$ cat config.mk
export PLATFORM = sky130hd
export DESIGN_NAME = maxpool_2x2_stage
export DESIGN_NICKNAME = d
export VERILOG_FILES = /design/src/rtl/maxpool_2x2_stage_pkg.sv /design/src/rtl/maxpool_2x2_stage_window_counter.sv /design/src/rtl/maxpool_2x2_stage.sv
export SDC_FILE = /design/constraint.sdc
export NUM_CORES = 1
export LEC_CHECK = 0
export BUFFER_PORTS_ARGS = -buffer_cell sky130_fd_sc_hd__buf_2
export CAP_MARGIN = 10
export CORE_MARGIN = 1
export CORE_UTILIZATION = 46
export DETAILED_ROUTE_END_ITERATION = 8
export GPL_TIMING_DRIVEN = 0
export PLACE_DENSITY = 0.76
export SYNTH_ARGS = -nofsm -noshare
export SYNTH_HDL_FRONTEND = slang
export SYNTH_SLANG_ARGS = --single-unit
$ cat constraint.sdc
create_clock -name clk -period 4.3 [get_ports clk]
set_input_delay 0.86 -clock clk [delete_from_list [all_inputs] [get_ports clk]]
set_output_delay 0.86 -clock clk [all_outputs]
set_load 0.02 [all_outputs]
$ cat src/rtl/maxpool_2x2_stage_pkg.sv
`default_nettype none
// +------------------------------------------------------------------+
// | Module  : maxpool_2x2_stage_pkg                                  |
// | Brief   : Shared defaults and FSM state encoding for the 2x2     |
// |           max-pooling stage.                                     |
// | Revision: 1.0 - initial release                                  |
// +------------------------------------------------------------------+
package maxpool_2x2_stage_pkg;

  localparam int c_N_C_DEFAULT    = 26;
  localparam int c_N_R_DEFAULT    = 26;
  localparam int c_DATA_W_DEFAULT = 8;
  localparam int c_ADDR_W_DEFAULT = 10;

  typedef enum logic [2:0] {
    S_IDLE  = 3'd0,
    S_FETCH = 3'd1,
    S_DRAIN = 3'd2,
    S_EMIT  = 3'd3,
    S_FIN   = 3'd4
  } state_t;

endpackage
`default_nettype wire

$ cat src/rtl/maxpool_2x2_stage_window_counter.sv
`default_nettype none
// +------------------------------------------------------------------+
// | Module  : pool_window_counter                                    |
// | Brief   : Walks the pooled window grid (i = pooled row, j =      |
// |           pooled column) and flags the final window of the map.  |
// | Revision: 1.0 - initial release                                  |
// +------------------------------------------------------------------+
module pool_window_counter #(
  parameter int N_C    = 26,
  parameter int N_R    = 26,
  parameter int ADDR_W = 10
) (
  input  logic              clk,
  input  logic              rst,
  input  logic              clear,
  input  logic              step,
  output logic [ADDR_W-1:0] i,
  output logic [ADDR_W-1:0] j,
  output logic              last
);

  localparam logic [ADDR_W-1:0] c_J_LAST = ADDR_W'(N_C / 2 - 1);
  localparam logic [ADDR_W-1:0] c_I_LAST = ADDR_W'(N_R / 2 - 1);

  logic [ADDR_W-1:0] r_i;
  logic [ADDR_W-1:0] r_j;

  assign i    = r_i;
  assign j    = r_j;
  assign last = (r_i == c_I_LAST) && (r_j == c_J_LAST);

  // Raster-order window stepping; the final window wraps back to (0,0).
  always_ff @(posedge clk or negedge rst) begin
    if (!rst) begin
      r_i <= '0;
      r_j <= '0;
    end else if (clear) begin
      r_i <= '0;
      r_j <= '0;
    end else if (step) begin
      if (r_j == c_J_LAST) begin
        r_j <= '0;
        r_i <= last ? '0 : r_i + 1'b1;
      end else begin
        r_j <= r_j + 1'b1;
      end
    end
  end

endmodule
`default_nettype wire

$ cat src/rtl/maxpool_2x2_stage.sv
`default_nettype none
// +------------------------------------------------------------------+
// | Module  : maxpool_2x2_stage                                      |
// | Brief   : Reads a conv feature map window by window (TL,TR,BL,BR)|
// |           and emits the signed 2x2 maximum with a valid/ready    |
// |           handshake.                                             |
// | Revision: 1.0 - initial release                                  |
// +------------------------------------------------------------------+
module maxpool_2x2_stage
  import maxpool_2x2_stage_pkg::*;
#(
  parameter int N_C    = c_N_C_DEFAULT,
  parameter int N_R    = c_N_R_DEFAULT,
  parameter int DATA_W = c_DATA_W_DEFAULT,
  parameter int ADDR_W = c_ADDR_W_DEFAULT
) (
  input  logic                     clk,
  input  logic                     rst,
  input  logic                     start,
  output logic        [ADDR_W-1:0] rd_addr,
  input  logic signed [DATA_W-1:0] rd_data,
  output logic signed [DATA_W-1:0] pool_data,
  output logic        [ADDR_W-1:0] pool_addr,
  output logic                     pool_valid,
  input  logic                     pool_ready,
  output logic                     busy,
  output logic                     done
);

  localparam logic [ADDR_W-1:0] c_NC     = ADDR_W'(N_C);
  localparam logic [ADDR_W-1:0] c_HALF_C = ADDR_W'(N_C / 2);

  // Elaboration-time guard: the largest read address must fit rd_addr.
  if ((longint'(N_R) * longint'(N_C)) > (longint'(1) << ADDR_W)) begin : g_addr_width_check
    $error("maxpool_2x2_stage: ADDR_W too small for N_R*N_C");
  end

  if (((N_C % 2) != 0) || ((N_R % 2) != 0)) begin : g_even_dim_check
    $error("maxpool_2x2_stage: N_C and N_R must be even");
  end

  state_t                     r_state;
  state_t                     w_state_nxt;
  logic               [1:0]   r_k;
  logic signed [DATA_W-1:0]   r_max;
  logic        [ADDR_W-1:0]   w_i;
  logic        [ADDR_W-1:0]   w_j;
  logic                       w_last;
  logic                       w_start_map;
  logic                       w_accept;
  logic        [ADDR_W-1:0]   w_row;
  logic        [ADDR_W-1:0]   w_col;
  logic        [ADDR_W-1:0]   w_fetch_addr;

  assign w_start_map = (r_state == S_IDLE) && start;
  assign w_accept    = (r_state == S_EMIT) && pool_ready;

  // k[1] selects the bottom row, k[0] the right column of the window.
  assign w_row        = (w_i << 1) + ADDR_W'(r_k[1]);
  assign w_col        = (w_j << 1) + ADDR_W'(r_k[0]);
  assign w_fetch_addr = (w_row * c_NC) + w_col;

  assign pool_data = r_max;
  assign pool_addr = (w_i * c_HALF_C) + w_j;

  pool_window_counter #(
    .N_C    (N_C),
    .N_R    (N_R),
    .ADDR_W (ADDR_W)
  ) u_window_counter (
    .clk   (clk),
    .rst   (rst),
    .clear (w_start_map),
    .step  (w_accept),
    .i     (w_i),
    .j     (w_j),
    .last  (w_last)
  );

  // State register.
  always_ff @(posedge clk or negedge rst) begin
    if (!rst) begin
      r_state <= S_IDLE;
    end else begin
      r_state <= w_state_nxt;
    end
  end

  // Next-state decode and state-derived outputs.
  always_comb begin
    w_state_nxt = r_state;
    rd_addr     = '0;
    pool_valid  = 1'b0;
    busy        = 1'b1;
    done        = 1'b0;
    case (r_state)
      S_IDLE: begin
        busy = 1'b0;
        if (start) w_state_nxt = S_FETCH;
      end
      S_FETCH: begin
        rd_addr = w_fetch_addr;
        if (r_k == 2'd3) w_state_nxt = S_DRAIN;
      end
      S_DRAIN: begin
        w_state_nxt = S_EMIT;
      end
      S_EMIT: begin
        pool_valid = 1'b1;
        if (pool_ready) w_state_nxt = w_last ? S_FIN : S_FETCH;
      end
      S_FIN: begin
        done        = 1'b1;
        w_state_nxt = S_IDLE;
      end
      default: begin
        w_state_nxt = S_IDLE;
      end
    endcase
  end

  // Sub-index within the window; wraps 3->0 as FETCH hands over to DRAIN.
  always_ff @(posedge clk or negedge rst) begin
    if (!rst) begin
      r_k <= '0;
    end else if (w_start_map) begin
      r_k <= '0;
    end else if (r_state == S_FETCH) begin
      r_k <= r_k + 2'd1;
    end
  end

  // Running max: read data lags the address by one cycle, so TL lands at
  // k=1, TR/BL at k=2/3 and BR in DRAIN; ties keep the held value.
  always_ff @(posedge clk or negedge rst) begin
    if (!rst) begin
      r_max <= '0;
    end else if ((r_state == S_FETCH) && (r_k == 2'd1)) begin
      r_max <= rd_data;
    end else if (((r_state == S_FETCH) && r_k[1]) || (r_state == S_DRAIN)) begin
      if (rd_data > r_max) r_max <= rd_data;
    end
  end

endmodule
`default_nettype wire

# Word-level counts from Yosys, hierarchy flattened
# Index checks and enable logic that the tools add are counted.
[totals] reg_bits=33 inputBits=12 word_cells=62
[op_classes] add_sub_neg=7 multipliers=2 n_lt_le_gt_ge=1 n_eq_ne=11 mux=21 reduce_logical=15
[op_table] operator="$mux W10" count=8
[op_table] operator="$mux W8" count=3
[op_table] operator="$add A10 B1 Y10" count=2
[op_table] operator="$add A10 B1 Y10 const B" count=2
[op_table] operator="$add A10 B10 Y10" count=2
[op_table] operator="$eq A10 B4 Y1 const B" count=2
[op_table] operator="$mux W3" count=4
[op_table] operator="$pmux W3 S4" count=1
[op_table] operator="$mul A10 B4 Y10 const B" count=1
[op_table] operator="$mul A10 B4 Y9 const B" count=1
[op_table] operator="$reduce_bool A2 Y1" count=5
[op_table] operator="$gt A8 B8 Y1" count=1
[op_table] operator="$eq A3 B2 Y1 const B" count=2
[op_table] operator="$ne A2 B2 Y1 const B" count=3
[op_table] operator="$logic_and A1 B1 Y1" count=5
[op_table] operator="$mux W2" count=2
[op_table] operator="$reduce_and A2 Y1" count=2
[op_table] operator="$eq A3 B1 Y1 const B" count=1
[op_table] operator="$eq A3 B3 Y1 const B" count=1
[op_table] operator="$logic_not A3 Y1" count=1
[op_table] operator="$mux W1" count=3
[op_table] operator="$reduce_and A3 Y1" count=1
[op_table] operator="$add A2 B1 Y2 const B" count=1
[op_table] operator="$eq A2 B1 Y1 const B" count=1
[op_table] operator="other kinds (2)" count=2

# Longest topological paths before layout
[logic_depth] word_depth=6 mapped_depth=15

# Cells and area by module
# Synthesis repeated with hierarchy kept, for this count alone.
[unflattened] hier_cells=387 area_unflattened_um2=3602.2
[modules_own_cells] mod="maxpool_2x2_stage" instances=1 cells_per_inst=249 area_each_um2=2351.0
[modules_own_cells] mod="pool_window_counter" instances=1 cells_per_inst=138 area_each_um2=1251.2

# Least setup slack after synthesis
# Ideal clock, no wire load.
[synth_path] path_type="register to output" from="reg u_window_counter.r_i[0] (netlist: u_window_counter.i[0])" to="out rd_addr[9]" t_arrival_ps=3549 required_time_ps=3440 setup_slack_ps=-109 stages_incl_launch_ff=13 path_cell_list="dfrtp_1 inv_1 ha_1 fa_1 fa_1 a21oi_1 nor2_1 nor2_1 xnor2_1 ha_1 o41a_1 or3_1 a21oi_1"
[synth_between] elab_chain_len=4
[synth_lines] element="start, declared" line_no="maxpool_2x2_stage_window_counter.sv:25" text="logic [ADDR_W-1:0] r_i;"
[synth_lines] element="start signal, assigned" line_no="maxpool_2x2_stage_window_counter.sv:43" text="r_i <= last ? '0 : r_i + 1'b1;"
[synth_lines] element="$add A10 B1 Y10" line_no="maxpool_2x2_stage.sv:59" text="assign w_row = (w_i << 1) + ADDR_W'(r_k[1]);"
[synth_lines] element="$mul A10 B4 Y9" line_no="maxpool_2x2_stage.sv:61" text="assign w_fetch_addr = (w_row * c_NC) + w_col;"
[synth_lines] element="$add A10 B10 Y10" line_no="maxpool_2x2_stage.sv:61"
[synth_lines] element="$mux W10" line_no="maxpool_2x2_stage.sv:96" text="case (r_state)"
[synth_lines] element="end, declared" line_no="maxpool_2x2_stage.sv:20" text="output logic [ADDR_W-1:0] rd_addr,"
# No other way between the ends.

# Final worst setup path
[layout_path] from="reg u_window_counter.r_i[1] (netlist: u_window_counter.i[1])" to="out rd_addr[9]"
# Same word-level chain as after synthesis.

==> run summary <==
The run finished, with violations left. The checks that failed: setup timing. At the worst endpoint, the arrival time is 3.61 ns. The first global-routing pass estimated 12900 um of wire. The number of pins with negative max-slew slack in the final report came out at 0. The worst setup path is of the reg2out kind. Summing all flip-flop and latch instances after layout gives 835 um2. The run gives 3 as the number of setup violations in the final report. The via count of the first global-routing pass is 2884.

The tools report the kind of start point of the critical path as a flip-flop. The worst setup path is captured at a primary output. The run gives 24.1% as the portion of the post-synthesis area used by sequential elements. The logs give -0.388 ns for the post-place setup slack and 21.5% for the global-route usage over all layers.

The buffer depth of the longest clock path was 2; the average routed wire per standard cell was 15.2 um. The reg-to-reg startpoint is u_window_counter.j[6]$_DFFE_PN0P_. The first detailed-routing pass ran for 8 iterations. The logs give 0 for the total global routing overflow and 459 for the net count after synthesis.

Buffers placed on the I/O ports in this run total 42. In the synthesized netlist the async set-or-reset flop fraction comes to 100%. For this run, the post-layout net count is 525.

Summed over all nets, the half-perimeter wirelength after detailed placement is 5840 um. Clock-pin slew was measured on the worst setup and hold paths at 0.07 ns. In this run the horizontal extent of the chip is 88.3 um. Along the worst path, the maximum fanout reaches 4. For the worst-skew pair, the clock arrives at the later sink with an insertion delay of 0.30 ns. The worst register-to-register path ends at u_window_counter.i[7]$_DFFE_PN0P_. In the final layout, the multi-input gates occupy 0.00258 mm2.

The number of library cell types mapped by synthesis is 46, and the average instance area after synthesis is 9.04 um2. The number of standard cells after synthesis was 379. For the deepest level of the CTS H-tree, the log shows 2. The worst setup margin was -0.167 ns; the post-detailed-route DRC marker count was 0. In this run, synthesis inferred 0 flip-flops with an integrated enable.

The repair_antennas step left the layout with diodes totalling 0. Entering global routing, the biggest net connects 34 pins. For this configuration, the core starts out at a cell density of 47.5%.

The logs give 0 for the initial antenna violation count and 2930 for the via count. The die height is 88.3 um, and the max-capacitance violation count is 0. In the final layout, the share of cells above drive strength 1 is 27.8%. The worst-margin pin slew came out at 0.846 ns.

The highest cell delay on the worst timing path works out to 0.45 ns. The detailed router finished its first iteration with 210 violations. During synthesis, Yosys emitted a total of 0 warnings. The initialized floorplan defines 31 standard-cell rows. For this run, the top clock speed supported by timing is 224 MHz. Setup repair after global routing could not meet its margin everywhere.

The die covers 0.00780 mm2. The root buffer selected by CTS is clkbuf_8. TritonCTS created 5 clock buffers.

The filler cells instantiated in the layout total 611. The global placer's final weighted congestion is 0.851. The worst slew margin relative to its limit came out at 42.9%. The overall routed net length is 8290 um, and the number of nets with antenna violations after detailed routing is 0. Among all flip-flop cells after synthesis, the most frequent one is dfrtp_1. The post-route setup TNS is -0.316 ns, and the hold buffer count at CTS is 0. In this run, synthesis produced a sequential element count of 33.

The setup check on the worst reg-to-reg path leaves a slack of 1.87 ns. The final period demand of the worst path came out at 4.47 ns. In this run the count of I/O pins placed on the die edge is 43. For the final hold violation count, the log shows 0. The cell area after synthesis was 0.00343 mm2. TritonCTS built the clock tree.

The clock arrives with 0.00794 ns of skew. The worst path uses 104% of the clock period. The via count normalized by instance count is 5.38. The cell count of the worst reg-to-reg path came out at 5. The critical path goes through buf_4, ha_4, xor2_4, ha_4, a21o_1, ha_1, inv_1, nor2_1, nor2_1, xnor2_1, ha_2, o41a_1, or3_1, a21oi_2, buf_6.

The most critical setup path has its startpoint at u_window_counter.i[1]$_DFFE_PN0P_. At the worst endpoint, the required time is 3.44 ns. The kind of path behind the tightest hold check was reg2reg. The tools report the core outline area as 0.00721 mm2. The critical path ends at rd_addr[9].

The synthesis-to-finish area growth works out to 24.2%. The clock net in this run drives a total of 33 sinks. Among all stages on the critical path, the largest delay is contributed by dfrtp_2.
synth_stat cells, types with 3 or more instances:
| library cell | count | area share (%) |
|---|---|---|
| nand3_1 | 14 | 2.0 |
| and2_1 | 4 | 0.73 |
| fa_1 | 14 | 8.2 |
| a211oi_1 | 6 | 1.3 |
| nor3_1 | 9 | 1.3 |
| nor4_1 | 3 | 0.55 |
| ha_1 | 54 | 20 |
| nand2_1 | 13 | 1.4 |
| xnor2_1 | 23 | 5.9 |
| nor2_1 | 38 | 4.2 |
| a21o_1 | 5 | 1.1 |
| o21bai_1 | 3 | 0.66 |
| a21oi_1 | 21 | 3.1 |
| mux2_4 | 8 | 3.5 |
| o21ai_0 | 22 | 3.2 |
| dfrtp_1 | 33 | 24 |
| nand4_1 | 7 | 1.3 |
| or3_1 | 6 | 1.1 |
| nor2b_1 | 4 | 0.73 |
| inv_1 | 52 | 5.7 |
| xor2_1 | 8 | 2.0 |
layout by cell type, fill, tap and decap left out, types with 6 or more instances in the layout:
cell type   n
inv_1      48
ha_1       43
buf_2      38
nor2_1     37
dfrtp_1    26
xnor2_1    23
o21ai_0    18
a21oi_1    18
buf_4      17
nand3_1    14
nand2_1    13
fa_1       12
buf_6       8
mux2_4      8
ha_4        8
nand4_1     7
clkbuf_8    7
dfrtp_2     7
nor3_1      6
xor2_1      6
worst max-delay path, delay by kind of cell, from the launching register on:
kind	cells	cell delay, ns
adders and majority gates	4	0.95
AOI/OAI and AO/OA	3	0.75
and+or+nand+nor	3	0.52
DFF	1	0.45
buffers and inverters	3	0.34
xor gates and xnor gates	2	0.29
state kept, by name (all words and copies together), names as in the netlist:
name / flops
pool_data: 8
u_window_counter.j: 10
u_window_counter.i: 10
r_state: 3
r_k: 2
final cells by class:
| class | count | share of cell area, % |
|---|---|---|
| buffer | 6 | 0.941 |
| multi-input combinational | 288 | 60.7 |
| tap | 99 | 2.91 |
| clock buffer | 7 | 2.26 |
| sequential | 33 | 19.6 |
| timing repair buffer | 59 | 8.82 |
| inverter | 52 | 4.59 |
| clock inverter | 1 | 0.118 |
through the flow:
step	cells	instance area (um2)	hold slack (ns)	utilization [%]
final	545	4260	0.546	59.0
after global routing	545	4260	0.569	59.0
after CTS	533	4020	0.543	55.7
after detailed placement	520	3770	0.521	52.3
after global placement	520	3770	0.513	52.3
after floorplan	379	3440	0.540	-
logic make-up (layout without fill, tap and decap cells):
family | count (synthesis) | count (layout) | synth area share [%]
AND/OR/NAND/NOR | 108 | 108 | 16.1
AO/OA/AOI/OAI | 72 | 72 | 13.1
adder cells (fa/ha/maj) | 68 | 68 | 27.9
buffers and inverters | 58 | 125 | 6.86
flip-flops | 33 | 33 | 24.1
XOR/XNOR | 32 | 32 | 8.40
multiplexers | 8 | 8 | 3.51
routing by layer:
| metal | vias to the layer above | global-route usage (%) | wire (um) |
|---|---|---|---|
| met1 | 1417 | 25.1 | 3600 |
| li1 | 1432 | - | - |
| met4 | 0 | 9.38 | 220 |
| met3 | 19 | 4.29 | 243 |
| met5 | - | 0 | 0 |
| met2 | 62 | 38.1 | 4230 |
worst min path at each step:
stage                                       from                                end  slack, ns  depth (start not counted)
6_report                pool_data[0]$_DFFE_PN0P_           pool_data[0]$_DFFE_PN0P_       0.55                          1
5_1_grt                 pool_data[0]$_DFFE_PN0P_           pool_data[0]$_DFFE_PN0P_       0.57                          1
4_1_cts                 pool_data[0]$_DFFE_PN0P_           pool_data[0]$_DFFE_PN0P_       0.54                          1
3_5_place_dp            pool_data[0]$_DFFE_PN0P_           pool_data[0]$_DFFE_PN0P_       0.52                          1
3_3_place_gp            pool_data[2]$_DFFE_PN0P_           pool_data[2]$_DFFE_PN0P_       0.51                          1
2_1_floorplan  u_window_counter.j[8]$_DFFE_PN0P_  u_window_counter.j[8]$_DFFE_PN0P_       0.54                          1
what timing repair did:
item                                    CTS  global route
endpoints found under the setup margin    6             7
buffers inserted                          5            12
pin swaps                                 4            15
resized for setup                        21            39
Power is not shown: default switching activity piles up to over one toggle a cycle in this logic, so the estimate is an artifact.
